### src/rtl/cic_decim_mc_if.sv
// cic_decim_mc_if: valid/ready stream carrying NUM_CH packed samples.
interface cic_decim_mc_if #(parameter int W = 32);
   logic valid;
   logic ready;
   logic [W-1:0] data;
   modport master (output valid, data, input ready);
   modport slave (input valid, data, output ready);
endinterface

### src/rtl/cic_decim_mc.sv
// cic_decim_mc: multichannel CIC decimator with runtime rate, rounded shift, saturation and sticky status.
module cic_decim_mc #(
   parameter int NUM_CH = 2,
   parameter int NUM_STAGES = 4,
   parameter int MAX_RATE = 256,
   parameter int DATA_WIDTH = 16,
   localparam int RATE_W = $clog2(MAX_RATE + 1),
   localparam int ACC_W = DATA_WIDTH + NUM_STAGES * $clog2(MAX_RATE),
   localparam int SHIFT_W = $clog2(ACC_W - DATA_WIDTH + 1)
) (
   input logic clk,
   input logic reset,
   input logic [RATE_W-1:0] rate,
   input logic [SHIFT_W-1:0] shift,
   input logic flush,
   input logic clr_status,
   cic_decim_mc_if.slave src,
   cic_decim_mc_if.master dst,
   output logic overrun,
   output logic sat
);
   localparam int GW = ACC_W - DATA_WIDTH;
   localparam logic signed [ACC_W:0] HI = {{(GW + 2){1'b0}}, {(DATA_WIDTH - 1){1'b1}}};
   localparam logic signed [ACC_W:0] LO = {{(GW + 2){1'b1}}, {(DATA_WIDTH - 1){1'b0}}};

   logic signed [ACC_W-1:0] integ [NUM_CH][NUM_STAGES];
   logic signed [ACC_W-1:0] inx [NUM_CH][NUM_STAGES];
   logic signed [ACC_W-1:0] pipe [NUM_CH][NUM_STAGES+1];
   logic signed [ACC_W-1:0] dly [NUM_CH][NUM_STAGES];
   logic signed [ACC_W-1:0] a;
   logic signed [ACC_W:0] t;
   logic [NUM_CH-1:0] clip;
   logic [NUM_CH*DATA_WIDTH-1:0] res, od;
   logic [NUM_STAGES:0] vld;
   logic [RATE_W-1:0] cnt, rq, rq_cur, rate_c;
   logic [SHIFT_W-1:0] s;
   logic rq_ld, acc, dec, hold, drop, ov;

   assign src.ready = !reset && !flush;
   assign acc = src.valid && src.ready;
   assign rate_c = rate < RATE_W'(2) ? RATE_W'(2) : rate > RATE_W'(MAX_RATE) ? RATE_W'(MAX_RATE) : rate;
   // rq_ld marks the first block after reset/flush, which takes its ratio straight from the input
   assign rq_cur = rq_ld ? rate_c : rq;
   assign dec = acc && cnt == rq_cur - 1'b1;
   assign s = shift > SHIFT_W'(GW) ? SHIFT_W'(GW) : shift;
   assign hold = ov && !dst.ready;
   assign drop = vld[NUM_STAGES] && hold;
   assign dst.valid = ov;
   assign dst.data = od;

   always_comb begin
      a = '0;
      for (int c = 0; c < NUM_CH; c++) begin
         a = ACC_W'(signed'(src.data[c*DATA_WIDTH +: DATA_WIDTH]));
         for (int k = 0; k < NUM_STAGES; k++) begin
            a = integ[c][k] + a;
            inx[c][k] = a;
         end
      end
   end

   always_comb begin
      t = '0;
      clip = '0;
      res = '0;
      for (int c = 0; c < NUM_CH; c++) begin
         t = {pipe[c][NUM_STAGES][ACC_W-1], pipe[c][NUM_STAGES]} + (((ACC_W + 1)'(1) << s) >> 1);
         t = t >>> s;
         clip[c] = t > HI || t < LO;
         res[c*DATA_WIDTH +: DATA_WIDTH] = t > HI ? HI[DATA_WIDTH-1:0] : t < LO ? LO[DATA_WIDTH-1:0] : t[DATA_WIDTH-1:0];
      end
   end

   always_ff @(posedge clk or posedge reset) begin
      if (reset) begin
         cnt <= '0;
         rq <= '0;
         rq_ld <= 1'b1;
         vld <= '0;
         ov <= 1'b0;
         od <= '0;
         integ <= '{default: '0};
         dly <= '{default: '0};
         pipe <= '{default: '0};
      end else if (flush) begin
         cnt <= '0;
         rq_ld <= 1'b1;
         vld <= '0;
         ov <= 1'b0;
         integ <= '{default: '0};
         dly <= '{default: '0};
         pipe <= '{default: '0};
      end else begin
         rq_ld <= 1'b0;
         if (rq_ld || dec) rq <= rate_c;
         if (acc) begin
            cnt <= dec ? '0 : cnt + 1'b1;
            integ <= inx;
         end
         vld <= {vld[NUM_STAGES-1:0], dec};
         for (int c = 0; c < NUM_CH; c++) begin
            if (dec) pipe[c][0] <= inx[c][NUM_STAGES-1];
            for (int k = 1; k <= NUM_STAGES; k++)
               if (vld[k-1]) begin
                  pipe[c][k] <= pipe[c][k-1] - dly[c][k-1];
                  dly[c][k-1] <= pipe[c][k-1];
               end
         end
         if (vld[NUM_STAGES] && !hold) begin
            ov <= 1'b1;
            od <= res;
         end else if (dst.ready) ov <= 1'b0;
      end
   end

   // a set event on the same edge as clr_status wins
   always_ff @(posedge clk or posedge reset) begin
      if (reset) begin
         overrun <= 1'b0;
         sat <= 1'b0;
      end else begin
         overrun <= (drop && !flush) || (overrun && !clr_status);
         sat <= (vld[NUM_STAGES] && |clip && !flush) || (sat && !clr_status);
      end
   end
endmodule

### src/flat_wrapper.sv
// flat-port wrapper written by rule: the top's interface ports become plain ports
module cic_decim_mc_flat 
#(
   parameter int NUM_CH = 2,
   parameter int NUM_STAGES = 4,
   parameter int MAX_RATE = 256,
   parameter int DATA_WIDTH = 16,
   localparam int RATE_W = $clog2(MAX_RATE + 1),
   localparam int ACC_W = DATA_WIDTH + NUM_STAGES * $clog2(MAX_RATE),
   localparam int SHIFT_W = $clog2(ACC_W - DATA_WIDTH + 1)
)
  (clk, reset, rate, shift, flush, clr_status, overrun, sat, src_valid, src_data, src_ready, dst_valid, dst_data, dst_ready);
  cic_decim_mc_if #(.W(32)) src_i ();
  cic_decim_mc_if #(.W(32)) dst_i ();
  input logic clk;
  input logic reset;
  input logic [RATE_W-1:0] rate;
  input logic [SHIFT_W-1:0] shift;
  input logic flush;
  input logic clr_status;
  output logic overrun;
  output logic sat;
  input wire logic [$bits(src_i.valid)-1:0] src_valid;
  input wire logic [$bits(src_i.data)-1:0] src_data;
  output wire logic [$bits(src_i.ready)-1:0] src_ready;
  output wire logic [$bits(dst_i.valid)-1:0] dst_valid;
  output wire logic [$bits(dst_i.data)-1:0] dst_data;
  input wire logic [$bits(dst_i.ready)-1:0] dst_ready;
  assign src_i.valid = src_valid;
  assign src_i.data = src_data;
  assign src_ready = src_i.ready;
  assign dst_valid = dst_i.valid;
  assign dst_data = dst_i.data;
  assign dst_i.ready = dst_ready;
  cic_decim_mc #(.NUM_CH(NUM_CH), .NUM_STAGES(NUM_STAGES), .MAX_RATE(MAX_RATE), .DATA_WIDTH(DATA_WIDTH)) u_core (.clk(clk), .reset(reset), .rate(rate), .shift(shift), .flush(flush), .clr_status(clr_status), .src(src_i), .dst(dst_i), .overrun(overrun), .sat(sat));
endmodule
### config.mk
export PLATFORM = sky130hd
export DESIGN_NAME = cic_decim_mc_flat
export DESIGN_NICKNAME = d
export VERILOG_FILES = /design/src/rtl/cic_decim_mc_if.sv /design/src/rtl/cic_decim_mc.sv /design/src/flat_wrapper.sv
export SDC_FILE = /design/constraint.sdc
export NUM_CORES = 2
export LEC_CHECK = 0
export BUFFER_PORTS_ARGS = -buffer_cell sky130_fd_sc_hd__buf_4
export CORE_AREA = 2 2 546 548
export DETAILED_ROUTE_END_ITERATION = 7
export DIE_AREA = 0 0 548 550
export SYNTH_ARGS = -nofsm -noshare
export SYNTH_HDL_FRONTEND = slang
export SYNTH_SLANG_ARGS = --single-unit
### constraint.sdc
create_clock -name clk -period 59.8 [get_ports clk]
set_input_delay 11.96 -clock clk [delete_from_list [all_inputs] [get_ports clk]]
set_output_delay 11.96 -clock clk [all_outputs]
set_load 0.01 [all_outputs]
==> impl_metrics.yaml <==
grt:
  grt_use_met3_pct: 2.03
  met2_usage_pct: 28.0
  met1_usage_pct: 26.4
  grt_pass1_vias: 82600
  overflow: 0
  globalRoute.busiestLayer: "met2"
  grt_max_degree: 168
  grt_first_pass_wirelength_um: 455000
  antenna_found_initial: 5
  grt_usage_pct: 18.0
worst_setup_path:
  end_kind: "primary output"
  arrival_ns: 12.44
  setup.worst_path.class: "input pin to primary output"
  critPathSlowestCell: "buf_8"
  cpPeakStageDelay_ns: 0.19
  crit_path_cell_trace: "buf_8 > nor2_1 > buf_4"
  cp_max_fo: 13
  crit_buf_inv: 2
  critPathTopFamily: "buffers and inverters"
  start_kind: "input pin"
  critPathRequiredTime_ns: 47.84
die:
  std_cell_rows: 200
  die_w_um: 548
  die_h_um: 550
  initial_core_util_pct: 34.8
  core_um2: 296000
  design.die.area_um2: 301000
  io_pins: 89
yosys:
  yosys_warnings: 0
  synth_cells: 12300
  yosysTopAreaCell: "dfrtp_1"
  seq_area_frac_synth_pct: 31.8
  async_flop_share_pct: 100
  ys_seq_elements: 1307
  synth_area_per_cell_um2: 8.35
  synth_edf_count: 0
  ys_types: 119
  yosys.area.top_type_share_pct: 31.8
  syn_area_um2: 103000
  synth_ff_type: "dfrtp_1"
  synthTopCellsByArea: "dfrtp_1 (32%), ha_1 (9.8%), mux2i_1 (7.5%), nor2_1 (5.7%), a21oi_1 (5.2%)"
cts:
  cts_hold_buf: 0
  cts_resized: 0
  cts_buffers: 163
  clk_path_buf_depth: 4
  root_buffer: "clkbuf_16"
  clk_pin_slew_worst_paths_ns: 0.06
  cts_tree: "yes"
  cts_sinks: 1307
  postCtsSetupBuffers: 0
  clock_latency_ns: 0.84
  cts_htree_levels: 4
sta:
  max_freq_mhz: 41.0
  hold_viol: 0
  grt_setup_unrepaired: "false"
  max_slew_margin_pct: 23.3
  hold_ws_ns: 0.472
  worst_pin_slew_ns: 1.13
  finClkSkew_ns: 0.0891
  finalSetupViolCount: 0
  fin_crit_sh_pct: 40.8
  fin_setup_tns_ns: 0
  report.final.slew_viol_count: 0
  min_period_ns: 24.40
run:
  drv_cap: 0
layout:
  n_fill_cell: 30200
  final_common_cell: "nor2_1"
  post_route_cells_drive_above_1_share_pct: 5.25
  multi_input_area_um2: 65600
  areaGrowthSynthToFinish_pct: 9.54
  regArea_um2: 32700
  nets: 13000
  finalNonFillerCells: 16200
  layout_common_cells: "nor2_1 (1545), dfrtp_1 (1302), nand2_1 (1243), a21oi_1 (1064), ha_1 (808)"
placement:
  detailed_place_hpwl_um: 202000
  globalplace.congestion: 0.963
  io_buffers: 88
  placed_cells: 15900
routing:
  dr_total_vias: 87300
  avgViaCountPerCell: 5.39
  drt_iter0_markers: 6251
  wl_per_cell_um: 17.2
  drc_errors: 0
  ant_nets: 0
  drt_wl_total_um: 279000
  drt_first_pass_iters: 6
pwr:
  power.leakage_nw: 49.5
  powerDensity_nw_per_um2: 30.0
  power.total_w: 0.00338
  ir_drop_mv: 0.0236
outcome:
  status: "complete, no violations"
worst_hold_path:
  worstHoldPathType: "flip-flop to flip-flop"
## sequential cells by signal, indices dropped and copies added (netlist names)
register	cells
u_core.cnt	9
u_core.dly	384
u_core.dst.data	32
u_core.dst.valid	1
u_core.integ	384
u_core.overrun	1
u_core.pipe	480
u_core.rq	9
u_core.rq_ld	1
u_core.sat	1
u_core.vld	5
## synth_stat cells, drive strengths merged, types with 33 or more instances
master / instances
nor2: 1554
dfrtp: 1306
nand2: 1247
a21oi: 1066
ha: 808
mux2i: 770
inv: 662
xnor2: 540
o21ai: 496
clkbuf: 428
a21o: 272
nand3: 244
nor3: 239
xor2: 222
a211oi: 178
nand2b: 153
buf: 148
o21bai: 131
nor2b: 121
a31oi: 120
o211ai: 113
o21a: 104
a22o: 102
and3: 95
or3: 90
nand4: 77
and2: 69
o31ai: 58
or2: 44
nor4: 42
a211o: 40
a21boi: 40
nand3b: 36
o2111ai: 34
o22ai: 34
a2111oi: 33
a41oi: 33
mux2: 33
## layout make-up
type / count / area share, %
Antenna cell: 7 / 0.0155
Clock buffer: 228 / 4.20
Clock inverter: 53 / 0.495
Timing Repair Buffer: 199 / 1.41
Sequential cell: 1307 / 29.0
Tap cell: 3939 / 4.37
Inverter: 664 / 2.22
Multi-Input combinational cell: 9802 / 58.2
## cell families after synthesis
logic type / share of synthesized area [%]
AO/OA/AOI/OAI: 20.3
AND/OR/NAND/NOR: 18.3
buffers and inverters: 4.62
adder cells (fa/ha/maj): 10.3
XOR/XNOR: 6.53
other: 0.00364
multiplexers: 8.11
flip-flops: 31.8
## worst min-delay path: stages, from the launching register on
cell and delay, ns:
dfrtp_1 0.34, nand2_1 0.05, nand2_1 0.05
## stage by stage
step                      instance area [um^2]  utilization (%)  setup slack (ns)
after detailed placement                107000             36.3             35.44
after floorplan                         103000                -             10.98
after global placement                  107000             36.3             35.41
after global routing                    113000             38.1             35.38
final                                   113000             38.1             35.40
after CTS                               113000             38.1             35.43
## metal layers
layer / share of wire [%] / vias to the layer above
met4: 2.8 / 4
li1: - / 43500
met2: 43 / 1836
met5: 0.0097 / -
met1: 50 / 41600
met3: 4.5 / 404
## worst paths after layout
check / from / depth (start not counted) / slack, ns / endpoint
min in group asynchronous: reset / 2 / 11.35 / u_core.rq[8]
worst max-delay path: flush / 3 / 35.40 / src_ready
worst min register to register: u_core.integ[25] / 2 / 0.47 / u_core.integ[25]
worst max register to register: u_core.integ[336] / 51 / 49.03 / u_core.integ[239]
worst min-delay path: u_core.integ[25] / 2 / 0.47 / u_core.integ[25]
max in group asynchronous: reset / 5 / 45.36 / u_core.dly[206]
## power breakdown
part | leakage (nW) | total (W) | internal (W) | switching [W]
clock | 2.59 | 0.000987 | 0.000590 | 0.000397
sequential | 18.0 | 0.000987 | 0.000946 | 0.0000409
combinational | 28.9 | 0.00141 | 0.000570 | 0.000835
total | 49.5 | 0.00338 | 0.00211 | 0.00127
No activity file was read; power rests on OpenSTA's default activity.
